--- src/rtl/fp_pkg.sv ---
// Shared single-precision FP types and constants for the FP ALU blocks.
package fp_pkg;

    typedef struct packed {
        logic        sign;
        logic [7:0]  exp;
        logic [22:0] mant;
    } fp_32b_t;

    // Rounding-mode encodings
    localparam logic [2:0] RM_RNE = 3'b000;
    localparam logic [2:0] RM_RTZ = 3'b001;
    localparam logic [2:0] RM_RDN = 3'b010;
    localparam logic [2:0] RM_RUP = 3'b011;
    localparam logic [2:0] RM_RMM = 3'b100;

    // Canonical quiet NaN; its bit 22 is also the quieting bit for sNaN inputs
    localparam logic [31:0] FP_QNAN      = 32'h7FC0_0000;
    localparam logic [31:0] FP_QUIET_BIT = 32'h0040_0000;
    localparam logic [30:0] FP_MAX_MAG   = 31'h7F7F_FFFF;
    localparam logic [30:0] FP_INF_MAG   = 31'h7F80_0000;

    // Iterative multiplier FSM encodings
    localparam logic [1:0] ST_IDLE  = 2'd0;
    localparam logic [1:0] ST_MULT  = 2'd1;
    localparam logic [1:0] ST_ROUND = 2'd2;

    typedef enum logic [1:0] {
        FPM_IDLE  = ST_IDLE,
        FPM_MULT  = ST_MULT,
        FPM_ROUND = ST_ROUND
    } fp_mul_state_t;

    typedef struct packed {
        logic zero;
        logic inf;
        logic qnan;
        logic snan;
        logic denorm;
    } fp_class_t;

endpackage

--- src/rtl/floating_point_rounder.sv ---
// Shared mantissa rounder: applies the rounding mode to a 23-bit mantissa
// given guard/round/sticky, reporting carry-out when the mantissa wraps.
module floating_point_rounder
    import fp_pkg::*;
(
    input  logic        sign,
    input  logic [22:0] mant_in,
    input  logic        guard,
    input  logic        round_bit,
    input  logic        sticky,
    input  logic [2:0]  rounding_mode,
    output logic [22:0] mant_out,
    output logic        carry_out
);

    logic lost;
    logic round_up;

    // Decide whether to increment, then add with carry-out
    always_comb begin
        lost     = guard | round_bit | sticky;
        round_up = 1'b0;
        case (rounding_mode)
            RM_RNE:  round_up = guard & (round_bit | sticky | mant_in[0]);
            RM_RTZ:  round_up = 1'b0;
            RM_RDN:  round_up = sign & lost;
            RM_RUP:  round_up = ~sign & lost;
            RM_RMM:  round_up = guard;
            default: round_up = 1'b0;
        endcase
        {carry_out, mant_out} = {1'b0, mant_in} + {23'd0, round_up};
    end

endmodule

--- src/rtl/fp_operand_classify.sv ---
// Combinational operand classifier: zero / inf / qNaN / sNaN / denormal.
module fp_operand_classify
    import fp_pkg::*;
(
    input  fp_32b_t   op,
    output fp_class_t cls
);

    logic exp_max;
    logic exp_zero;
    logic mant_zero;

    // Decode the exponent/mantissa corner encodings
    always_comb begin
        exp_max    = &op.exp;
        exp_zero   = ~|op.exp;
        mant_zero  = ~|op.mant;
        cls.zero   = exp_zero & mant_zero;
        cls.denorm = exp_zero & ~mant_zero;
        cls.inf    = exp_max & mant_zero;
        cls.qnan   = exp_max & op.mant[22];
        cls.snan   = exp_max & ~mant_zero & ~op.mant[22];
    end

endmodule

--- src/rtl/fp_multiplication_iterative.sv ---
// Iterative IEEE-754 single-precision multiplier. One operand pair at a time;
// the 24x24 mantissa product is built MSB-first, BITS_PER_CYCLE multiplier
// bits per MULT cycle, then normalised and rounded in a single ROUND cycle.
// Denormal inputs flush to zero.
// Optional: define FP_MUL_EARLY_OUT_EN to leave MULT as soon as the remaining
// multiplier bits are all zero (data-dependent latency, identical results).
module fp_multiplication_iterative
    import fp_pkg::*;
#(
    parameter int BITS_PER_CYCLE = 2
) (
    input  logic        clk,
    input  logic        rst_n,
    input  logic        valid_data_in,
    output logic        ready_in,
    input  logic [31:0] in1,
    input  logic [31:0] in2,
    input  logic [2:0]  rounding_mode,
    output logic [31:0] out,
    output logic        overflow,
    output logic        underflow,
    output logic        inexact,
    output logic        invalid_operation,
    output logic        valid_data_out
);

    localparam int B     = BITS_PER_CYCLE;
    localparam int ITERS = 24 / BITS_PER_CYCLE;

    fp_mul_state_t      state;
    fp_32b_t            op_a, op_b;
    fp_class_t          cls_a, cls_b;

    logic [23:0]        mant_a;
    logic [23:0]        mult_sh;
    logic [47:0]        acc;
    logic [4:0]         cnt;
    logic               sign_r;
    logic signed [9:0]  exp_r;
    logic [2:0]         rm_r;
    logic               spec_r;
    logic [31:0]        spec_out_r;
    logic               spec_inv_r;
    logic               spec_uf_r;

    assign op_a     = in1;
    assign op_b     = in2;
    assign ready_in = (state == FPM_IDLE);

    fp_operand_classify u_cls_a (.op(op_a), .cls(cls_a));
    fp_operand_classify u_cls_b (.op(op_b), .cls(cls_b));

    logic               a_zero, b_zero;
    logic               in_special;
    logic               in_denorm;
    logic               in_sign;
    logic signed [9:0]  in_exp;
    logic [31:0]        spec_out;
    logic               spec_inv;

    // Special-case detection and result selection on the live inputs
    always_comb begin
        a_zero     = cls_a.zero | cls_a.denorm;
        b_zero     = cls_b.zero | cls_b.denorm;
        in_sign    = op_a.sign ^ op_b.sign;
        in_denorm  = cls_a.denorm | cls_b.denorm;
        in_exp     = $signed({2'b00, op_a.exp}) + $signed({2'b00, op_b.exp}) - 10'sd127;
        in_special = cls_a.qnan | cls_a.snan | cls_a.inf | a_zero |
                     cls_b.qnan | cls_b.snan | cls_b.inf | b_zero;
        spec_out   = '0;
        spec_inv   = 1'b0;
        if (cls_a.qnan) begin
            spec_out = in1;
        end else if (cls_b.qnan) begin
            spec_out = in2;
        end else if (cls_a.snan) begin
            spec_out = in1 | FP_QUIET_BIT;
            spec_inv = 1'b1;
        end else if (cls_b.snan) begin
            spec_out = in2 | FP_QUIET_BIT;
            spec_inv = 1'b1;
        end else if ((a_zero & cls_b.inf) | (cls_a.inf & b_zero)) begin
            spec_out = FP_QNAN;
            spec_inv = 1'b1;
        end else if (cls_a.inf | cls_b.inf) begin
            spec_out = {in_sign, FP_INF_MAG};
        end else begin
            spec_out = (rounding_mode == RM_RDN) ? 32'h8000_0000 : {in_sign, 31'd0};
        end
    end

    logic [B-1:0]       digit;
    logic [23:0]        mult_next;
    logic [47:0]        acc_step;
    logic [47:0]        acc_next;
    logic               mult_last;
`ifdef FP_MUL_EARLY_OUT_EN
    logic [5:0]         early_shamt;
`endif

    // One shift-add step, MSB-first over the multiplier
    always_comb begin
        digit     = mult_sh[23 -: B];
        mult_next = mult_sh << B;
        acc_step  = (acc << B) + (48'(mant_a) * 48'(digit));
        acc_next  = acc_step;
        mult_last = (cnt == 5'(ITERS - 1));
`ifdef FP_MUL_EARLY_OUT_EN
        // Remaining digits are zero: align as if the skipped steps had run
        early_shamt = 6'((ITERS - 1 - int'(cnt)) * B);
        if (!mult_last && (mult_next == '0)) begin
            acc_next  = acc_step << early_shamt;
            mult_last = 1'b1;
        end
`endif
    end

    logic               hi;
    logic [22:0]        mant_pre;
    logic [22:0]        mant_rnd;
    logic               g, r, s;
    logic               rnd_carry;
    logic signed [9:0]  exp_n;
    logic signed [9:0]  exp_f;

    // Normalise the [1,4) product and pick guard/round/sticky
    always_comb begin
        hi = acc[47];
        if (hi) begin
            mant_pre = acc[46:24];
            g        = acc[23];
            r        = acc[22];
            s        = |acc[21:0];
        end else begin
            mant_pre = acc[45:23];
            g        = acc[22];
            r        = acc[21];
            s        = |acc[20:0];
        end
        exp_n = exp_r + $signed({9'd0, hi});
    end

    floating_point_rounder u_rnd (
        .sign          (sign_r),
        .mant_in       (mant_pre),
        .guard         (g),
        .round_bit     (r),
        .sticky        (s),
        .rounding_mode (rm_r),
        .mant_out      (mant_rnd),
        .carry_out     (rnd_carry)
    );

    logic [31:0]        res_out;
    logic               res_ov, res_uf, res_inx, res_inv;

    // Final result: special, overflow, underflow or normal
    always_comb begin
        exp_f   = exp_n + $signed({9'd0, rnd_carry});
        res_out = '0;
        res_ov  = 1'b0;
        res_uf  = 1'b0;
        res_inx = 1'b0;
        res_inv = 1'b0;
        if (spec_r) begin
            res_out = spec_out_r;
            res_uf  = spec_uf_r;
            res_inv = spec_inv_r;
        end else if (exp_f > 10'sd254) begin
            res_ov  = 1'b1;
            res_inx = 1'b1;
            case (rm_r)
                RM_RTZ:  res_out = {sign_r, FP_MAX_MAG};
                RM_RDN:  res_out = sign_r ? {1'b1, FP_INF_MAG} : {1'b0, FP_MAX_MAG};
                RM_RUP:  res_out = sign_r ? {1'b1, FP_MAX_MAG} : {1'b0, FP_INF_MAG};
                default: res_out = {sign_r, FP_INF_MAG};
            endcase
        end else if (exp_f <= 10'sd0) begin
            res_out = (rm_r == RM_RDN) ? 32'h8000_0000 : {sign_r, 31'd0};
            res_inx = 1'b1;
            res_uf  = g | r | s;
        end else begin
            res_out = {sign_r, exp_f[7:0], rnd_carry ? 23'd0 : mant_rnd};
            res_inx = g | r | s;
        end
    end

    // Control FSM and iteration datapath
    always_ff @(posedge clk or negedge rst_n) begin
        if (!rst_n) begin
            state      <= FPM_IDLE;
            mant_a     <= '0;
            mult_sh    <= '0;
            acc        <= '0;
            cnt        <= '0;
            sign_r     <= 1'b0;
            exp_r      <= '0;
            rm_r       <= '0;
            spec_r     <= 1'b0;
            spec_out_r <= '0;
            spec_inv_r <= 1'b0;
            spec_uf_r  <= 1'b0;
        end else begin
            case (state)
                FPM_IDLE: begin
                    if (valid_data_in) begin
                        mant_a     <= {1'b1, op_a.mant};
                        mult_sh    <= {1'b1, op_b.mant};
                        acc        <= '0;
                        cnt        <= '0;
                        sign_r     <= in_sign;
                        exp_r      <= in_exp;
                        rm_r       <= rounding_mode;
                        spec_r     <= in_special;
                        spec_out_r <= spec_out;
                        spec_inv_r <= spec_inv;
                        spec_uf_r  <= in_denorm;
                        state      <= in_special ? FPM_ROUND : FPM_MULT;
                    end
                end
                FPM_MULT: begin
                    acc     <= acc_next;
                    mult_sh <= mult_next;
                    cnt     <= cnt + 5'd1;
                    if (mult_last) state <= FPM_ROUND;
                end
                FPM_ROUND: state <= FPM_IDLE;
                default:   state <= FPM_IDLE;
            endcase
        end
    end

    // Result registers: updated only in ROUND, held until the next result
    always_ff @(posedge clk or negedge rst_n) begin
        if (!rst_n) begin
            out               <= '0;
            overflow          <= 1'b0;
            underflow         <= 1'b0;
            inexact           <= 1'b0;
            invalid_operation <= 1'b0;
            valid_data_out    <= 1'b0;
        end else begin
            valid_data_out <= (state == FPM_ROUND);
            if (state == FPM_ROUND) begin
                out               <= res_out;
                overflow          <= res_ov;
                underflow         <= res_uf;
                inexact           <= res_inx;
                invalid_operation <= res_inv;
            end
        end
    end

endmodule

--- config.mk ---
export PLATFORM = sky130hd
export DESIGN_NAME = fp_multiplication_iterative
export DESIGN_NICKNAME = d
export VERILOG_FILES = /design/src/rtl/fp_pkg.sv /design/src/rtl/floating_point_rounder.sv /design/src/rtl/fp_operand_classify.sv /design/src/rtl/fp_multiplication_iterative.sv
export SDC_FILE = /design/constraint.sdc
export NUM_CORES = 1
export LEC_CHECK = 0
export ABC_AREA = 1
export ABC_CLOCK_PERIOD_IN_PS = 5500
export BUFFER_PORTS_ARGS = -buffer_cell sky130_fd_sc_hd__clkbuf_2
export CORE_MARGIN = 8
export CORE_UTILIZATION = 35
export DETAILED_ROUTE_END_ITERATION = 12
export GPL_TIMING_DRIVEN = 0
export REMOVE_ABC_BUFFERS = 1
export SYNTH_ARGS = -nofsm -noshare
export SYNTH_HDL_FRONTEND = slang
export SYNTH_SLANG_ARGS = --single-unit
--- constraint.sdc ---
create_clock -name clk -period 5.5 [get_ports clk]
set_input_delay 0 -clock clk [delete_from_list [all_inputs] [get_ports clk]]
set_output_delay 0 -clock clk [all_outputs]
set_load 0.01 [all_outputs]
Word level (Yosys, flattened, before mapping)
Index checks and enable logic that the tools add are counted.
Operators by class
  add/subtract/negate cells: 7
  multipliers: 1
  divide/modulo/power cells: 0
  $lt $le $gt $ge: 2
  equal/unequal tests: 10
  shifts and indexed selects: 0
  mux-type cells: 44
  bitwise operators: 37
  reduce and logical (&&, ||, !) cells: 18
Operator list (number)
  two-way mux 32 bit: 13
  case mux 32 bit (3 select lines): 1
  case mux 48 bit (2 select lines): 1
  adder 48 x 26 -> 48 bit: 1
  two-way mux 48 bit: 1
  case mux 24 bit (2 select lines): 1
  two-way mux 23 bit: 2
  OR reduction 23 bit: 2
  multiplier 24 x 2 -> 26 bit: 1
  adder 23 x 1 -> 24 bit: 1
  two-way mux 24 bit: 1
  OR reduction 22 bit: 1
  OR reduction 21 bit: 1
  adder 10 x 2 -> 10 bit: 2
  AND 1 bit: 17
  two-way mux 1 bit: 17
  OR 1 bit: 16
  AND reduction 8 bit: 2
  OR reduction 8 bit: 2
  > comparator 10 x 9 -> 1 bit, second input constant: 1
  less-or-equal comparator 10 x 1 -> 1 bit, second input constant: 1
  case mux 5 bit (2 select lines): 1
  subtractor 9 x 7 -> 10 bit, second input constant: 1
  adder 8 x 8 -> 9 bit: 1
  other kinds (19): 31
Word-level totals
  register bits after elaboration: 189
  latch bits: 0
  RAM bits: 0
  memory bits (read-only): 0
  input bits: 70
  output and inout port bits: 38
  logic and storage cells: 137
  memories kept: 0

Longest topological paths before layout
  word-level depth: 13
  mapped depth: 30
  gate-level depth less buffers: 27

Cells and area by module
From an unflattened synthesis, not the netlist that was laid out.
Second synthesis, totals
  cells, all modules: 1975
  area, all modules: 13591.8 um^2
By module, submodules not included
  fp_multiplication_iterative: times used 1, cells an instance 1750, area an instance 12515.8 um^2, sequential area each 4729.5 um^2
  floating_point_rounder: times used 1, cells an instance 137, area an instance 723.2 um^2, sequential area each 0.0 um^2
  fp_operand_classify: times used 2, cells an instance 44, area an instance 176.4 um^2, sequential area each 0.0 um^2

Least setup slack after synthesis
No wires, ideal clock.
  path type: register to register
  from: reg acc[47]
  to: reg out[15]
  setup time: 0.117 ns
  arrival time: 3.913 ns
  data required time: 5.383 ns
  path slack: 1.471 ns
  stages on the path, launching flop included: 26
  path buffers: 4
  period minus slack after synthesis: 4.029 ns
  cells stage by stage: dfrtp_1 > buf_6 > buf_4 > buf_2 > o21ai_0 > nor3_1 > o31ai_1 > ha_1 > nand3_1 > nor2_2 > nand4_1 > nor3_1 > fa_1 > ha_1 > or2_2 > nor2_1 > nand3_1 > nor2_1 > nand3_1 > nand2_4 > buf_6 > nor2_1 > nand2_1 > nand2_1 > nand2_1 > nand2_1
On the way
  cells in the longest elaborated chain, start to end: 11
  elaborated cells between the ends (all ways): 21
  those cells by class: add/sub (3); order compare (2); mux (9); bitwise (7)
Ends and longest elaborated chain
  start: declaration: RTL line fp_multiplication_iterative.sv:36  | logic [47:0] acc;
  start signal: assignment: RTL line fp_multiplication_iterative.sv:222  | acc <= acc_next;
  two-way mux 1 bit: RTL line fp_multiplication_iterative.sv:129  | if (hi) begin
  OR 1 bit, on equally long branches (2 in a row): RTL line floating_point_rounder.sv:21, floating_point_rounder.sv:24
  AND 1 bit, on equally long branches: RTL line floating_point_rounder.sv:27, floating_point_rounder.sv:24, floating_point_rounder.sv:26
  case mux 1 bit (4 select lines): RTL line floating_point_rounder.sv:23  | case (rounding_mode)
  adder 23 x 1 -> 24 bit: RTL line floating_point_rounder.sv:31  | {carry_out, mant_out} = {1'b0, mant_in} + {23'd0, round_up};
  adder 10 x 2 -> 10 bit: RTL line fp_multiplication_iterative.sv:159  | exp_f = exp_n + $signed({9'd0, rnd_carry});
  less-or-equal comparator 10 x 1 -> 1 bit: RTL line fp_multiplication_iterative.sv:178  | end else if (exp_f <= 10'sd0) begin
  two-way mux 32 bit: RTL line fp_multiplication_iterative.sv:178
  two-way mux 32 bit *: RTL line fp_multiplication_iterative.sv:169  | end else if (exp_f > 10'sd254) begin
  two-way mux 32 bit *: RTL line fp_multiplication_iterative.sv:165  | if (spec_r) begin
  end signal: assignment: RTL line fp_multiplication_iterative.sv:245  | out <= res_out;
  end: declaration: RTL line fp_multiplication_iterative.sv:19  | output logic [31:0] out,
Every way passes the cells marked *; elsewhere a longest branch is shown, timed or not.
A chain may end at the register's enable or synchronous reset.

Final worst setup path
  from: reg acc[47]
  to: reg out[21]
The elaborated chain is that of the path after synthesis.

==> run_results.csv <==
group,metric,value,unit
synthesis,ys_ff_latch,189,
critical_path,end_kind,"flop",
cells_and_area,stdcell_count,2555,
global_route,grt_pass1_wl,69200,um
power,swShare,51.2,%
synthesis,synth_fa_ha_area_share,8.16,%
cells_and_area,syn2layout_area_growth,16.9,%
synthesis,synthFlopType,"dfrtp_1",
sta,setup_viol,0,
floorplan,start_util,35.3,%
clocking,htree_levels,4,
synthesis,synthArstFlopShare,100,%
critical_path,cp.arrival,5.26,ns
synthesis,synth_xor_area_share,1.46,%
clocking,clk_transition_reported_paths,0.08,ns
synthesis,synth-compound-area-share,12.4,%
critical_path,cp-endpoint,"out[21]$_DFFE_PN0P_",
power,pwr-share-seq,28.7,%
global_route,antenna_found_initial,0,
sta,timing.final.ws_setup,0.584,ns
critical_path,critPathLaunch,"acc[47]$_DFFE_PN0P_",
cells_and_area,drive_gt1_share,8.90,%
drt,vias,13100,
sta,fin_crit,4.92,ns
floorplan,dieWidth,210,um
power,leakage,7.73,nW
critical_path,crit_slowest_cell,"dfrtp_4",
run_status,outcome,"finished clean",
critical_path,r2r_end,"out[21]$_DFFE_PN0P_",
drt,wl_met1,20000,um
sta,slew_violations,0,
critical_path,start_kind,"flop",
sta,tightestPinTransition,1.07,ns
placement,dpl_cell_area,14200,um^2
power,comb_power_share,56.9,%
clocking,cts_buffer_depth,2,
cells_and_area,diodes,0,
power,p_int,0.00422,W
drt,wl_met3,2460,um
drt,via_per_inst,5.12,
power,pwr-share-clk,14.5,%
drt,drc,0,
global_route,grt_usage,19.6,%
critical_path,crit_type,"reg2reg",
synthesis,yosys.area_share.simple,33.2,%
placement,place_inst,2462,
critical_path,crit_required,5.85,ns
placement,dpl.hpwl,32300,um
floorplan,dieHeight,210,um
drt,initialDrtViolationCount,1209,
flow_run,maxCapViolations,0,
clocking,cts_made_buffers,17,
synthesis,postSynthCellCount,1904,
floorplan,io_pins,108,
worst_hold_path,hold_class,"in2reg",
power,powerDensity,561,nW/um^2
synthesis,synth_top_area_share,35.9,%
cells_and_area,nets,2172,
clocking,clock-sinks,189,
placement,pre_cts_ws,0.0217,ns
critical_path,ff2ff_setup_slack,0.58,ns
power,p_switching,0.00443,W
drt,drtAntennaViolNets,0,
critical_path,reg2reg_from,"acc[47]$_DFFE_PN0P_",
cells_and_area,final_area,15400,um^2
synthesis,synth.mux.area_fraction,0,%
sta,hold_viol_final,0,
cells_and_area,fin_util,41.2,%
placement,gp_congestion,0.942,
worst_hold_path,min_from,"in2[24]",
floorplan,dieArea,44100,um^2
drt,highest_layer,"met4",
global_route,grt_max_degree,114,
clocking,clk_latency,0.46,ns
synthesis,synthTopCellsByArea,"dfrtp_1 (36%), nand2_1 (19%), inv_1 (6.3%), nor2_1 (4.9%), ha_1 (4.4%)",
sta,fmax,203,MHz
global_route,grt_pass1_vias,12600,
critical_path,crit_chain,"o21ai_0 -> nand4_1 -> nand3_1 -> o31ai_1 -> ha_1 -> nand3_1 -> nor2_2 -> nand4_1 -> nor3_2 -> fa_1 -> ha_1 -> or2_2 -> nor2_1 -> nand3_1 -> nor2_1 -> nand3_1 -> nand2_4 -> inv_2 -> nand3_1 -> nand2_1 -> nand2_1 -> nand2_1",
critical_path,cp_common_cell,"nand3_1",
placement,portBuffers,107,
sta,fin_skew,0.0147,ns
sta,relSlewSlack,28.8,%
critical_path,rr_worst_depth,22,
sta,timing.setup.tns,0,ns
clocking,cts-root-buf,"clkbuf_16",
sta,post-route-period-util,89.4,%
drt,dr.pass1.iters,5,
global_route,grt_overflow,0,
synthesis,synth_top_family_by_area,"simple AND/OR/NAND/NOR gates",
synthesis,synth_edf_count,0,
sta,rsz0062_at_grt,"no",
synthesis,synth_area_leader_cell,"dfrtp_1",
drt,route.detailed.wl_per_inst,16.9,um
synthesis,yosys_warnings,0,
synthesis,seq_area_frac_synth,35.9,%
floorplan,rows,71,
floorplan,core_area,37400,um^2
synthesis,ys_types,53,
power,peakVddDrop,0.000240,V
drt,drt-total-wl,43300,um
synthesis,synth_area,13200,um^2
drt,wl_met2,19000,um
clocking,tritoncts,"yes",
critical_path,critPathMaxFanout,25,
critical_path,critPathMaxStageDelay,0.63,ns
synthesis,syn_avg_cell_area,6.92,um^2
## routing by layer
metal | vias up | GRT usage, %
li1 | 6424 | -
met1 | 6157 | 26.9
met2 | 420 | 30.1
met3 | 77 | 3.02
met4 | 0 | 9.23
met5 | - | 0
## Yosys cell counts, types with 2 or more instances
master,count
nand2_1,657
inv_1,222
dfrtp_1,189
nor2_1,173
o21ai_0,104
nand3_1,103
a21oi_1,79
nand4_1,53
ha_1,46
clkbuf_1,44
fa_1,25
o221ai_1,24
nor3_1,23
a22oi_1,22
o22ai_1,21
xor2_1,15
buf_2,9
o21ai_1,8
xnor2_1,7
nor2_2,6
buf_6,5
inv_2,5
nand2_2,5
nand3b_1,5
and2_1,4
buf_1,4
a31oi_1,3
and3_1,3
buf_4,3
o21bai_1,3
or2_2,3
a211oi_1,2
a21boi_0,2
a22o_1,2
a32o_1,2
clkinv_1,2
nand2_4,2
nor2_4,2
nor4_1,2
o211ai_1,2
## cell usage in the layout, fill, tap and decap left out, types with 5 or more instances in the layout
| cell type | count |
|---|---|
| clkbuf_2 | 106 |
| ha_1 | 46 |
| o21ai_1 | 9 |
| o221ai_1 | 24 |
| clkbuf_16 | 17 |
| xnor2_1 | 7 |
| nand4_1 | 53 |
| nand2_2 | 6 |
| nor3_1 | 22 |
| nor2_1 | 172 |
| inv_2 | 7 |
| fa_1 | 25 |
| dlygate4sd3_1 | 60 |
| a21oi_1 | 79 |
| nand3b_1 | 5 |
| nand2_1 | 656 |
| inv_1 | 219 |
| nor2_2 | 6 |
| o21ai_0 | 103 |
| xor2_1 | 15 |
| dfrtp_1 | 188 |
| nand3_1 | 103 |
| o22ai_1 | 21 |
| a22oi_1 | 22 |
## cell families after synthesis
kind of cell / count (synthesis)
and+or+nand+nor: 1047
buffers and inverters: 295
AOI/OAI and AO/OA: 280
DFF: 189
adders and majority gates: 71
xor gates and xnor gates: 22
## critical path: cells and delay by family, from the launching register on
family          cells  cell delay [ns]
compound gates      2             0.60
fa+ha+maj           3             1.11
buf+inv             1             0.14
flops               1             0.63
simple gates       16             2.31
## flip-flops by register name, summed over array words and instances (netlist names), 2 cells and up
name and cells:
mant_a 24, state 2, mult_sh 24, spec_out_r 32, cnt 5, exp_r 10
out 32, acc 48, rm_r 3
## through the flow
step	total power (W)	hold slack (ns)
2_1_floorplan	0.00568	-0.296
3_3_place_gp	0.00720	0.265
3_5_place_dp	0.00732	0.113
4_1_cts	0.00864	0.0336
5_1_grt	0.00946	0.0811
6_report	0.00865	0.0397
## how the worst min path moves through the flow
stage                                        end  cells past startpoint
after detailed placement     acc[20]$_DFFE_PN0P_                      1
after floorplan               acc[0]$_DFFE_PN0P_                      0
after global routing        exp_r[1]$_DFFE_PN0P_                      5
after CTS                   exp_r[1]$_DFFE_PN0P_                      5
final                       exp_r[1]$_DFFE_PN0P_                      5
after global placement    mult_sh[3]$_DFFE_PN0P_                      3
## power by group through the flow
stage | clock network (W) | registers [W] | logic [W]
after floorplan | 0 | 0.00238 | 0.00331
after global placement | 0 | 0.00249 | 0.00471
after detailed placement | 0 | 0.00251 | 0.00482
after CTS | 0.00127 | 0.00249 | 0.00488
after global routing | 0.00133 | 0.00255 | 0.00559
final | 0.00125 | 0.00248 | 0.00492
## timing repair
item	CTS	global route
pin swaps	0	0
hold buffers	60	0
setup buffers	0	1
resized for setup	1	2
setup endpoints to repair	3	32
endpoints found under the hold margin	151	0
## area by class of cell
| class | instances | area [um^2] |
|---|---|---|
| clock buffer | 19 | 453 |
| clock inverter | 13 | 125 |
| fill | 3862 | 22000 |
| inverter | 230 | 870 |
| multi-input combinational | 1420 | 7300 |
| sequential | 189 | 4730 |
| tap | 511 | 639 |
| timing repair buffer | 173 | 1290 |
Note: power is estimated with default switching activity, not from simulation.
